===== src/rtl/uart_pkg.sv =====
// Shared UART definitions: receiver FSM state encoding, bit-period defaults
// and frame width, used by the receiver and the bit timer.
package uart_pkg;

  typedef enum logic [1:0] {
    IDLE  = 2'd0,
    START = 2'd1,
    DATA  = 2'd2,
    STOP  = 2'd3
  } uart_rx_state_t;

  localparam int UART_CLOCKS_PER_BIT_DEFAULT = 434;
  localparam int UART_CLOCKS_PER_BIT_SIM     = 6;
  localparam int UART_DATA_BITS              = 8;

endpackage


===== src/rtl/uart_receive_deserializer_if.sv =====
// Consumer-side port bundle of the UART receiver: holding register plus
// its Full/Empty handshake and the sticky error flags.
interface uart_receive_deserializer_if;
  import uart_pkg::*;

  // Handshake: RX_data is valid whenever Empty=0. The consumer takes the byte
  // by pulsing Unload_data for one cycle, which sets Empty and clears both
  // flags on the next edge; RX_data itself holds its last value.
  logic                      Unload_data;
  logic [UART_DATA_BITS-1:0] RX_data;
  logic                      Empty;
  logic                      Overrun;
  logic                      Frame_error;

  modport master (
    input  Unload_data,
    output RX_data,
    output Empty,
    output Overrun,
    output Frame_error
  );

  modport slave (
    output Unload_data,
    input  RX_data,
    input  Empty,
    input  Overrun,
    input  Frame_error
  );

endinterface


===== src/rtl/uart_bit_timer.sv =====
// Bit-period counter with synchronous clear and a terminal-count flag at
// either the half-bit or the full-bit point; shared by receiver and transmitter.
module uart_bit_timer #(
  parameter int PERIOD = 434
) (
  input  logic clk,
  input  logic rst_n,
  input  logic clr,
  input  logic half_sel,
  output logic tc
);

  localparam int W = (PERIOD > 1) ? $clog2(PERIOD) : 1;
  localparam logic [W-1:0] FULL_LAST = W'(PERIOD - 1);
  localparam logic [W-1:0] HALF_LAST = W'(PERIOD / 2 - 1);

  logic [W-1:0] cnt_q;
  logic [W-1:0] cnt_d;

  always_comb begin
    cnt_d = cnt_q + W'(1);
    if (clr) begin
      cnt_d = '0;
    end
  end

  always_ff @(posedge clk or negedge rst_n) begin
    if (!rst_n) begin
      cnt_q <= '0;
    end else begin
      cnt_q <= cnt_d;
    end
  end

  assign tc = (cnt_q == (half_sel ? HALF_LAST : FULL_LAST));

endmodule


===== src/rtl/uart_receive_deserializer.sv =====
// 8N1 UART receiver: synchronizes UART_RX_I, samples mid-bit, and delivers
// each good byte into a one-deep holding register with sticky error flags.
module uart_receive_deserializer
  import uart_pkg::*;
#(
  parameter int CLOCKS_PER_BIT = UART_CLOCKS_PER_BIT_DEFAULT
) (
  input  logic                               Clock_50,
  input  logic                               Resetn,
  input  logic                               Enable,
  input  logic                               UART_RX_I,
  uart_receive_deserializer_if.master        rx_if,
  output uart_rx_state_t                     state_dbg
);

  if (CLOCKS_PER_BIT < 4) begin : g_bad_period
    $error("CLOCKS_PER_BIT must be at least 4");
  end

  logic sync1_q, sync2_q, sync3_q;
  logic rx_s;
  logic rx_fall;

  uart_rx_state_t state_q, state_d;
  logic [2:0] bit_idx_q, bit_idx_d;
  logic [UART_DATA_BITS-1:0] shift_q, shift_d;
  logic stop_done_q, stop_done_d;
  logic stop_bit_q, stop_bit_d;

  logic [UART_DATA_BITS-1:0] rx_data_q, rx_data_d;
  logic empty_q, empty_d;
  logic overrun_q, overrun_d;
  logic frame_error_q, frame_error_d;

  logic timer_clr;
  logic half_sel;
  logic tc;

  assign rx_s    = sync2_q;
  assign rx_fall = sync3_q & ~sync2_q;

  uart_bit_timer #(
    .PERIOD (CLOCKS_PER_BIT)
  ) u_bit_timer (
    .clk      (Clock_50),
    .rst_n    (Resetn),
    .clr      (timer_clr),
    .half_sel (half_sel),
    .tc       (tc)
  );

  always_comb begin
    state_d     = state_q;
    bit_idx_d   = bit_idx_q;
    shift_d     = shift_q;
    stop_done_d = 1'b0;
    stop_bit_d  = stop_bit_q;
    timer_clr   = 1'b0;
    half_sel    = 1'b0;
    case (state_q)
      IDLE: begin
        timer_clr = 1'b1;
        if (rx_fall) begin
          state_d = START;
        end
      end
      START: begin
        half_sel = 1'b1;
        if (tc) begin
          // A line that is high again at mid-start was a glitch, not a frame.
          if (!rx_s) begin
            timer_clr = 1'b1;
            bit_idx_d = '0;
            state_d   = DATA;
          end else begin
            state_d = IDLE;
          end
        end
      end
      DATA: begin
        if (tc) begin
          shift_d[bit_idx_q] = rx_s;
          timer_clr          = 1'b1;
          if (bit_idx_q == 3'(UART_DATA_BITS - 1)) begin
            state_d = STOP;
          end else begin
            bit_idx_d = bit_idx_q + 3'd1;
          end
        end
      end
      STOP: begin
        if (tc) begin
          stop_done_d = 1'b1;
          stop_bit_d  = rx_s;
          state_d     = IDLE;
        end
      end
      default: state_d = IDLE;
    endcase
    if (!Enable) begin
      state_d     = IDLE;
      timer_clr   = 1'b1;
      stop_done_d = 1'b0;
    end
  end

  // Unload is applied first so a byte landing in the same cycle sees the slot free.
  always_comb begin
    rx_data_d     = rx_data_q;
    empty_d       = empty_q;
    overrun_d     = overrun_q;
    frame_error_d = frame_error_q;
    if (rx_if.Unload_data) begin
      empty_d       = 1'b1;
      overrun_d     = 1'b0;
      frame_error_d = 1'b0;
    end
    if (stop_done_q) begin
      if (!stop_bit_q) begin
        frame_error_d = 1'b1;
      end else if (empty_q || rx_if.Unload_data) begin
        rx_data_d = shift_q;
        empty_d   = 1'b0;
      end else begin
        overrun_d = 1'b1;
      end
    end
  end

  always_ff @(posedge Clock_50 or negedge Resetn) begin
    if (!Resetn) begin
      sync1_q       <= 1'b1;
      sync2_q       <= 1'b1;
      sync3_q       <= 1'b1;
      state_q       <= IDLE;
      bit_idx_q     <= '0;
      shift_q       <= '0;
      stop_done_q   <= 1'b0;
      stop_bit_q    <= 1'b1;
      rx_data_q     <= '0;
      empty_q       <= 1'b1;
      overrun_q     <= 1'b0;
      frame_error_q <= 1'b0;
    end else begin
      sync1_q       <= UART_RX_I;
      sync2_q       <= sync1_q;
      sync3_q       <= sync2_q;
      state_q       <= state_d;
      bit_idx_q     <= bit_idx_d;
      shift_q       <= shift_d;
      stop_done_q   <= stop_done_d;
      stop_bit_q    <= stop_bit_d;
      rx_data_q     <= rx_data_d;
      empty_q       <= empty_d;
      overrun_q     <= overrun_d;
      frame_error_q <= frame_error_d;
    end
  end

  assign rx_if.RX_data     = rx_data_q;
  assign rx_if.Empty       = empty_q;
  assign rx_if.Overrun     = overrun_q;
  assign rx_if.Frame_error = frame_error_q;
  assign state_dbg         = state_q;

endmodule


===== src/flat_wrapper.sv =====
// flat-port wrapper written by rule: the top's interface ports become plain ports
module uart_receive_deserializer_flat import uart_pkg::*;
#(
  parameter int CLOCKS_PER_BIT = UART_CLOCKS_PER_BIT_DEFAULT
)
  (Clock_50, Resetn, Enable, UART_RX_I, state_dbg, rx_if_Unload_data, rx_if_RX_data, rx_if_Empty, rx_if_Overrun, rx_if_Frame_error);
  uart_receive_deserializer_if rx_if_i ();
  input  logic Clock_50;
  input  logic Resetn;
  input  logic Enable;
  input  logic UART_RX_I;
  output uart_rx_state_t state_dbg;
  input wire logic [$bits(rx_if_i.Unload_data)-1:0] rx_if_Unload_data;
  output wire logic [$bits(rx_if_i.RX_data)-1:0] rx_if_RX_data;
  output wire logic [$bits(rx_if_i.Empty)-1:0] rx_if_Empty;
  output wire logic [$bits(rx_if_i.Overrun)-1:0] rx_if_Overrun;
  output wire logic [$bits(rx_if_i.Frame_error)-1:0] rx_if_Frame_error;
  assign rx_if_i.Unload_data = rx_if_Unload_data;
  assign rx_if_RX_data = rx_if_i.RX_data;
  assign rx_if_Empty = rx_if_i.Empty;
  assign rx_if_Overrun = rx_if_i.Overrun;
  assign rx_if_Frame_error = rx_if_i.Frame_error;
  uart_receive_deserializer #(.CLOCKS_PER_BIT(CLOCKS_PER_BIT)) u_core (.Clock_50(Clock_50), .Resetn(Resetn), .Enable(Enable), .UART_RX_I(UART_RX_I), .rx_if(rx_if_i), .state_dbg(state_dbg));
endmodule

===== config.mk =====
export PLATFORM = sky130hd
export DESIGN_NAME = uart_receive_deserializer_flat
export DESIGN_NICKNAME = d
export VERILOG_FILES = /design/src/rtl/uart_pkg.sv /design/src/rtl/uart_receive_deserializer_if.sv /design/src/rtl/uart_bit_timer.sv /design/src/rtl/uart_receive_deserializer.sv /design/src/flat_wrapper.sv
export SDC_FILE = /design/constraint.sdc
export NUM_CORES = 1
export LEC_CHECK = 0
export BUFFER_PORTS_ARGS = -buffer_cell sky130_fd_sc_hd__buf_2
export CAP_MARGIN = 20
export CORE_AREA = 2 2 68 54
export CTS_CLUSTER_DIAMETER = 30
export DETAILED_ROUTE_END_ITERATION = 12
export DIE_AREA = 0 0 70 56
export PLACE_DENSITY = 0.8
export REMOVE_ABC_BUFFERS = 1
export SLEW_MARGIN = 10
export SYNTH_ARGS = -nofsm -noshare
export SYNTH_HDL_FRONTEND = slang
export SYNTH_HIERARCHICAL = 1
export SYNTH_SLANG_ARGS = --single-unit

===== constraint.sdc =====
create_clock -name Clock_50 -period 2.5 [get_ports Clock_50]
set_clock_uncertainty 0.2 [all_clocks]
set_input_delay 0.375 -clock Clock_50 [delete_from_list [all_inputs] [get_ports Clock_50]]
set_output_delay 0.375 -clock Clock_50 [all_outputs]
set_load 0.02 [all_outputs]

## After elaboration in Yosys (flattened, before gate mapping)

Index checks and enable logic that the tools add are counted.
Widths: inputs -> output; s select.

- Flip-flop bits (word level): 38
- Word-level logic and storage cells: 79
- Output and inout bits: 13

- $add $sub $neg: 2
- Eq/ne operators: 14
- $lt $le $gt $ge: 2
- Reduce and logical (&&, ||, !) cells: 9
- Bitwise operators: 2
- Multiplexer cells: 37

Operators by type and width:

| kind | number |
|---|---|
| $mux 1 | 19 |
| $mux 9 | 2 |
| $ne 3x2->1 const B | 5 |
| $mux 2 | 7 |
| $mux 3 | 4 |
| $reduce_and 5->1 | 2 |
| $add 9x1->9 const B | 1 |
| $eq 9x9->1 | 1 |
| $bwmux 8 | 1 |
| $pmux 2 s4 | 1 |
| $pmux 3 s2 | 1 |
| $eq 2x2->1 const B | 2 |
| $lt 3x4->1 const B | 1 |
| $ne 2x1->1 const B | 2 |
| $ne 2x2->1 const B | 2 |
| $reduce_and 2->1 | 2 |
| $add 3x1->3 const B | 1 |
| $demux 1 s3 | 1 |
| $eq 3x3->1 const B | 1 |
| $ge 3x1->1 const B | 1 |
| $pmux 1 s3 | 1 |
| $reduce_and 3->1 | 1 |
| $eq 2x1->1 const B | 1 |
| $logic_not 2->1 | 1 |
| other kinds (5) | 5 |

## Depth between registers and ports, before layout

- Word-level depth: 8
- Mapped depth: 10
- Mapped depth without buffers: 7

## Modules after synthesis

Netlist, hierarchy kept.

By module, submodules not included:

| module | cells an instance | times used | area an instance (um^2) | seq. area each (um^2) |
|---|---|---|---|---|
| uart_receive_deserializer | 97 | 1 | 1317.5 | 732.0 |
| uart_bit_timer | 44 | 1 | 459.2 | 225.2 |

## Worst setup path before layout

Ideal clock, no wire load.

- Kind: reg-to-reg
- Start point: reg u_core.state_q[0], in the netlist u_core/state_dbg[0]
- End point: reg u_core.shift_q[3]
- Clock period less this slack: 2.415 ns
- Cell stages (with the launch flop): 9
- Slack: 0.085 ns
- Data arrival time: 2.090 ns
- Data required time: 2.175 ns
- Cell sequence: dfrtp_1 -> buf_4 -> nor2b_1 -> nand3b_1 -> a2111oi_2 -> buf_6 -> nand4b_4 -> nor3b_2 -> mux2_2

- Longest elaborated chain between the ends: 5

RTL lines:

| element | RTL line | RTL |
|---|---|---|
| from (decl) | uart_receive_deserializer.sv:24 | `uart_rx_state_t state_q, state_d;` |
| from (signal assigned) | uart_receive_deserializer.sv:148 | `state_q <= state_d;` |
| $eq 2x1->1 | uart_receive_deserializer.sv:60 | `case (state_q)` |
| $mux 1 | uart_receive_deserializer.sv:60 |  |
| via u_core.half_sel | uart_receive_deserializer.sv:36 | `logic half_sel;` |
| $mux 9 | uart_bit_timer.sv:35 | `assign tc = (cnt_q == (half_sel ? HALF_LAST : FULL_LAST));` |
| $eq 9x9->1 | uart_bit_timer.sv:35 |  |
| via u_core.tc | uart_receive_deserializer.sv:37 | `logic tc;` |
| $reduce_and 2->1 (no source line) | - |  |
| to (signal assigned) | uart_receive_deserializer.sv:150 | `shift_q <= shift_d;` |
| to (decl) | uart_receive_deserializer.sv:26 | `logic [UART_DATA_BITS-1:0] shift_q, shift_d;` |

The timed path passes the listed nets, and every way through them passes these cells.
A chain may end at the register's enable or synchronous reset.

## Worst setup path after layout

- Start point: reg u_core.u_bit_timer.cnt_q[5]
- End point: reg u_core.shift_q[6]

- Longest elaborated chain between the ends: 2

RTL lines:

| element | RTL line | RTL |
|---|---|---|
| from (decl) | uart_bit_timer.sv:17 | `logic [W-1:0] cnt_q;` |
| from (signal assigned) | uart_bit_timer.sv:31 | `cnt_q <= cnt_d;` |
| $eq 9x9->1 | uart_bit_timer.sv:35 |  |
| via u_core.tc | uart_receive_deserializer.sv:37 |  |
| $reduce_and 2->1 (no source line) | - |  |

The timed path passes the listed nets, and every way through them passes these cells.

==> results.cfg <==
[place]
place_hpwl_um = 1990
pre_cts_ws_ns = 0.130
io_buffers = 17
place.gp.congestion = 0.789

[setup_path]
worstPathMaxFanout = 6
cp_slowest_cell = dfrtp_1
criticalPathCategory = reg -> reg
critPathMaxStageDelay_ns = 0.42
required_ns = 2.48
worstPathArrival_ns = 2.33
crit_chain = and4bb_1 > nand3b_1 > a2111oi_2 > buf_4 > and4bb_4 > nand3_1 > mux2_4
end_kind = flip-flop
worstSetupStartpointType = flip-flop

[synth]
synth_warnings = 6
synth-seq-cells = 38
synth.distinct_cells = 39
syn_inst = 141
async_flop_share_pct = 100
synth_edf_count = 0
netlist_area_um2 = 1780
synth-main-ff-cell = dfrtp_1
seq_area_frac_synth_pct = 53.9
syn_avg_cell_area_um2 = 12.6
synthTopCellsByArea = dfrtp_1 (46%), mux2_2 (8.9%), dfstp_2 (7.4%)
synth_top_area_share_pct = 46.5
synth_top_area_cell = dfrtp_1

[floorplanning]
die_area_um2 = 3920
die_w_um = 70
row_count = 18
fp.dieH_um = 56
start_util_pct = 55.6
core_um2 = 3200
io_pins = 18

[layout]
layout.nets = 175
fillCellCount = 267
area_growth_pct = 13.8
final_cell_mix = dfrtp_1 (33), buf_2 (17), mux2_2 (14), nor2_1 (10)
layout-drive-gt1-share_pct = 39.3
diodes = 0
final_common_cell = dfrtp_1

[routing]
ant_nets = 0
vias_per_cell = 5.48
wl_um = 2920
drc_errors = 0
avgRoutedWirePerCell_um = 14.0
dr.pass1.iters = 4
initialDrtViolationCount = 68
vias = 1140

[timing]
setup_viol_count_final = 0
setup_tns_ns = 0
slew_headroom_pct = 46.1
drv_slew = 0
finalHoldViolCount = 0
fin_crit_sh_pct = 94.2
fin_hold_ws_ns = 0.0882
period_needed_ns = 2.35
worst_pin_slew_ns = 0.809
rsz0062_at_grt = no
fmaxAchievable_ghz = 0.425
postLayoutSetupSlackWorst_ns = 0.146

[clock_tree]
clock_path_buffers = 2
insertion_delay_ns = 0.29
cts_root_buf = clkbuf_8
clock_sinks = 38
cts_made_buffers = 5
cts_tree = built
clkTransAtPathRegs_ns = 0.07
h-tree-depth = 2
cts.repair.resized = 0

[worst_hold_path]
hold_path_class = in -> reg

[global_route]
grt_max_degree = 39
grt_pass1_vias = 1100
antenna_found_initial = 0
grt_overflow = 0
grt.total_usage_pct = 16.0
grt_pass1_wl_um = 4900

[status]
status = completed

[pwr]
p_per_area_nw_per_um2 = 538
leakage_nw = 0.994
vdd_drop_max_mv = 0.451

[flow_run]
drv_cap = 0
report_power, final:
group	total [mW]	switching (mW)	leakage [nW]	internal, mW
clock network	0.424	0.202	0.0482	0.222
registers	0.626	0.00453	0.512	0.621
logic	0.0379	0.0242	0.434	0.0137
total	1.09	0.231	0.994	0.857
cell usage after synthesis, types with 2 or more instances:
library cell / count
mux2_4: 3
a21oi_1: 7
buf_6: 2
mux2_2: 14
nand2_1: 7
ha_1: 3
nand4b_1: 2
xor2_1: 2
nor2_1: 10
dfrtp_1: 33
buf_4: 3
a21bo_2: 2
and4bb_2: 2
nor2b_1: 2
nor3b_2: 2
dfstp_2: 5
nand3b_1: 4
inv_1: 6
or3_1: 4
o21ai_0: 4
nand3_1: 6
metrics by stage:
step / util [%] / power [mW] / instance area (um^2) / instances
global placement: 59.3 / 0.673 / 1900 / 196
CTS: 62.8 / 1.11 / 2010 / 206
finish: 63.2 / 1.09 / 2020 / 208
detailed placement: 59.3 / 0.674 / 1900 / 196
floorplan: - / 0.650 / 1720 / 134
global route: 63.2 / 1.14 / 2020 / 208
worst max-delay path, delay by kind of cell, from the launching register on:
family                 cells  cell delay [ns]
and+or+nand+nor            4             0.73
DFF                        1             0.42
AOI/OAI and AO/OA          1             0.36
muxes                      1             0.32
buffers and inverters      1             0.21
layout make-up:
class	count	area [um^2]	area share (%)
clock inverter	1	5.00	0.248
inverter	6	22.5	1.11
timing repair buffer	26	158	7.80
clock buffer	7	86.3	4.27
tap	40	50.0	2.48
multi-input combinational	90	743	36.8
sequential	38	957	47.3
path summary, 6_finish.rpt:
path	startpoint	endpoint	slack, ns	cells past startpoint
worst max-delay path	u_core/u_bit_timer/cnt_q[5]$_DFF_PN0_	u_core/shift_q[6]$_DFFE_PN0P_	0.15	7
worst min-delay path	rx_if_Unload_data	u_core/rx_if.Overrun$_DFF_PN0_	0.09	2
worst max register to register	u_core/u_bit_timer/cnt_q[5]$_DFF_PN0_	u_core/shift_q[6]$_DFFE_PN0P_	0.15	7
worst min register to register	u_core/sync1_q$_DFF_PN1_	u_core/rx_s$_DFF_PN1_	0.16	0
max in group asynchronous	Resetn	u_core/rx_if.RX_data[6]$_DFFE_PN0P_	1.08	2
min in group asynchronous	Resetn	u_core/rx_if.RX_data[5]$_DFFE_PN0P_	0.51	2
state kept, by name, indices dropped and copies added (netlist names):
signal,flops
u_core/u_bit_timer/cnt_q,9
u_core/rx_if.RX_data,8
u_core/shift_q,8
u_core/bit_idx_q,3
u_core/state_dbg,2
u_core/rx_if.Empty,1
u_core/rx_if.Frame_error,1
u_core/rx_if.Overrun,1
u_core/rx_s,1
u_core/stop_bit_q,1
u_core/stop_done_q,1
u_core/sync1_q,1
u_core/sync3_q,1
cells by family after synthesis:
group,synth area share (%)
flops,53.9
xor+xnor,1.48
simple gates,17.5
mux,11.4
buf+inv,4.30
fa+ha+maj,2.11
compound gates,9.37
metal layers:
| layer | vias to the layer above | GRT usage, % | part of all wire (%) |
|---|---|---|---|
| li1 | 557 | - | - |
| met1 | 554 | 20.7 | 49 |
| met2 | 25 | 23.3 | 45 |
| met3 | 4 | 7.97 | 5.0 |
| met4 | 0 | 6.04 | 0.41 |
| met5 | - | 0 | 0 |
repair_timing:
item                                    CTS  global route
endpoints found under the hold margin    34             0
endpoints found under the setup margin    0             3
setup buffers                             0             2
hold buffers                              2             0
Power figures use the tool's default switching activity.
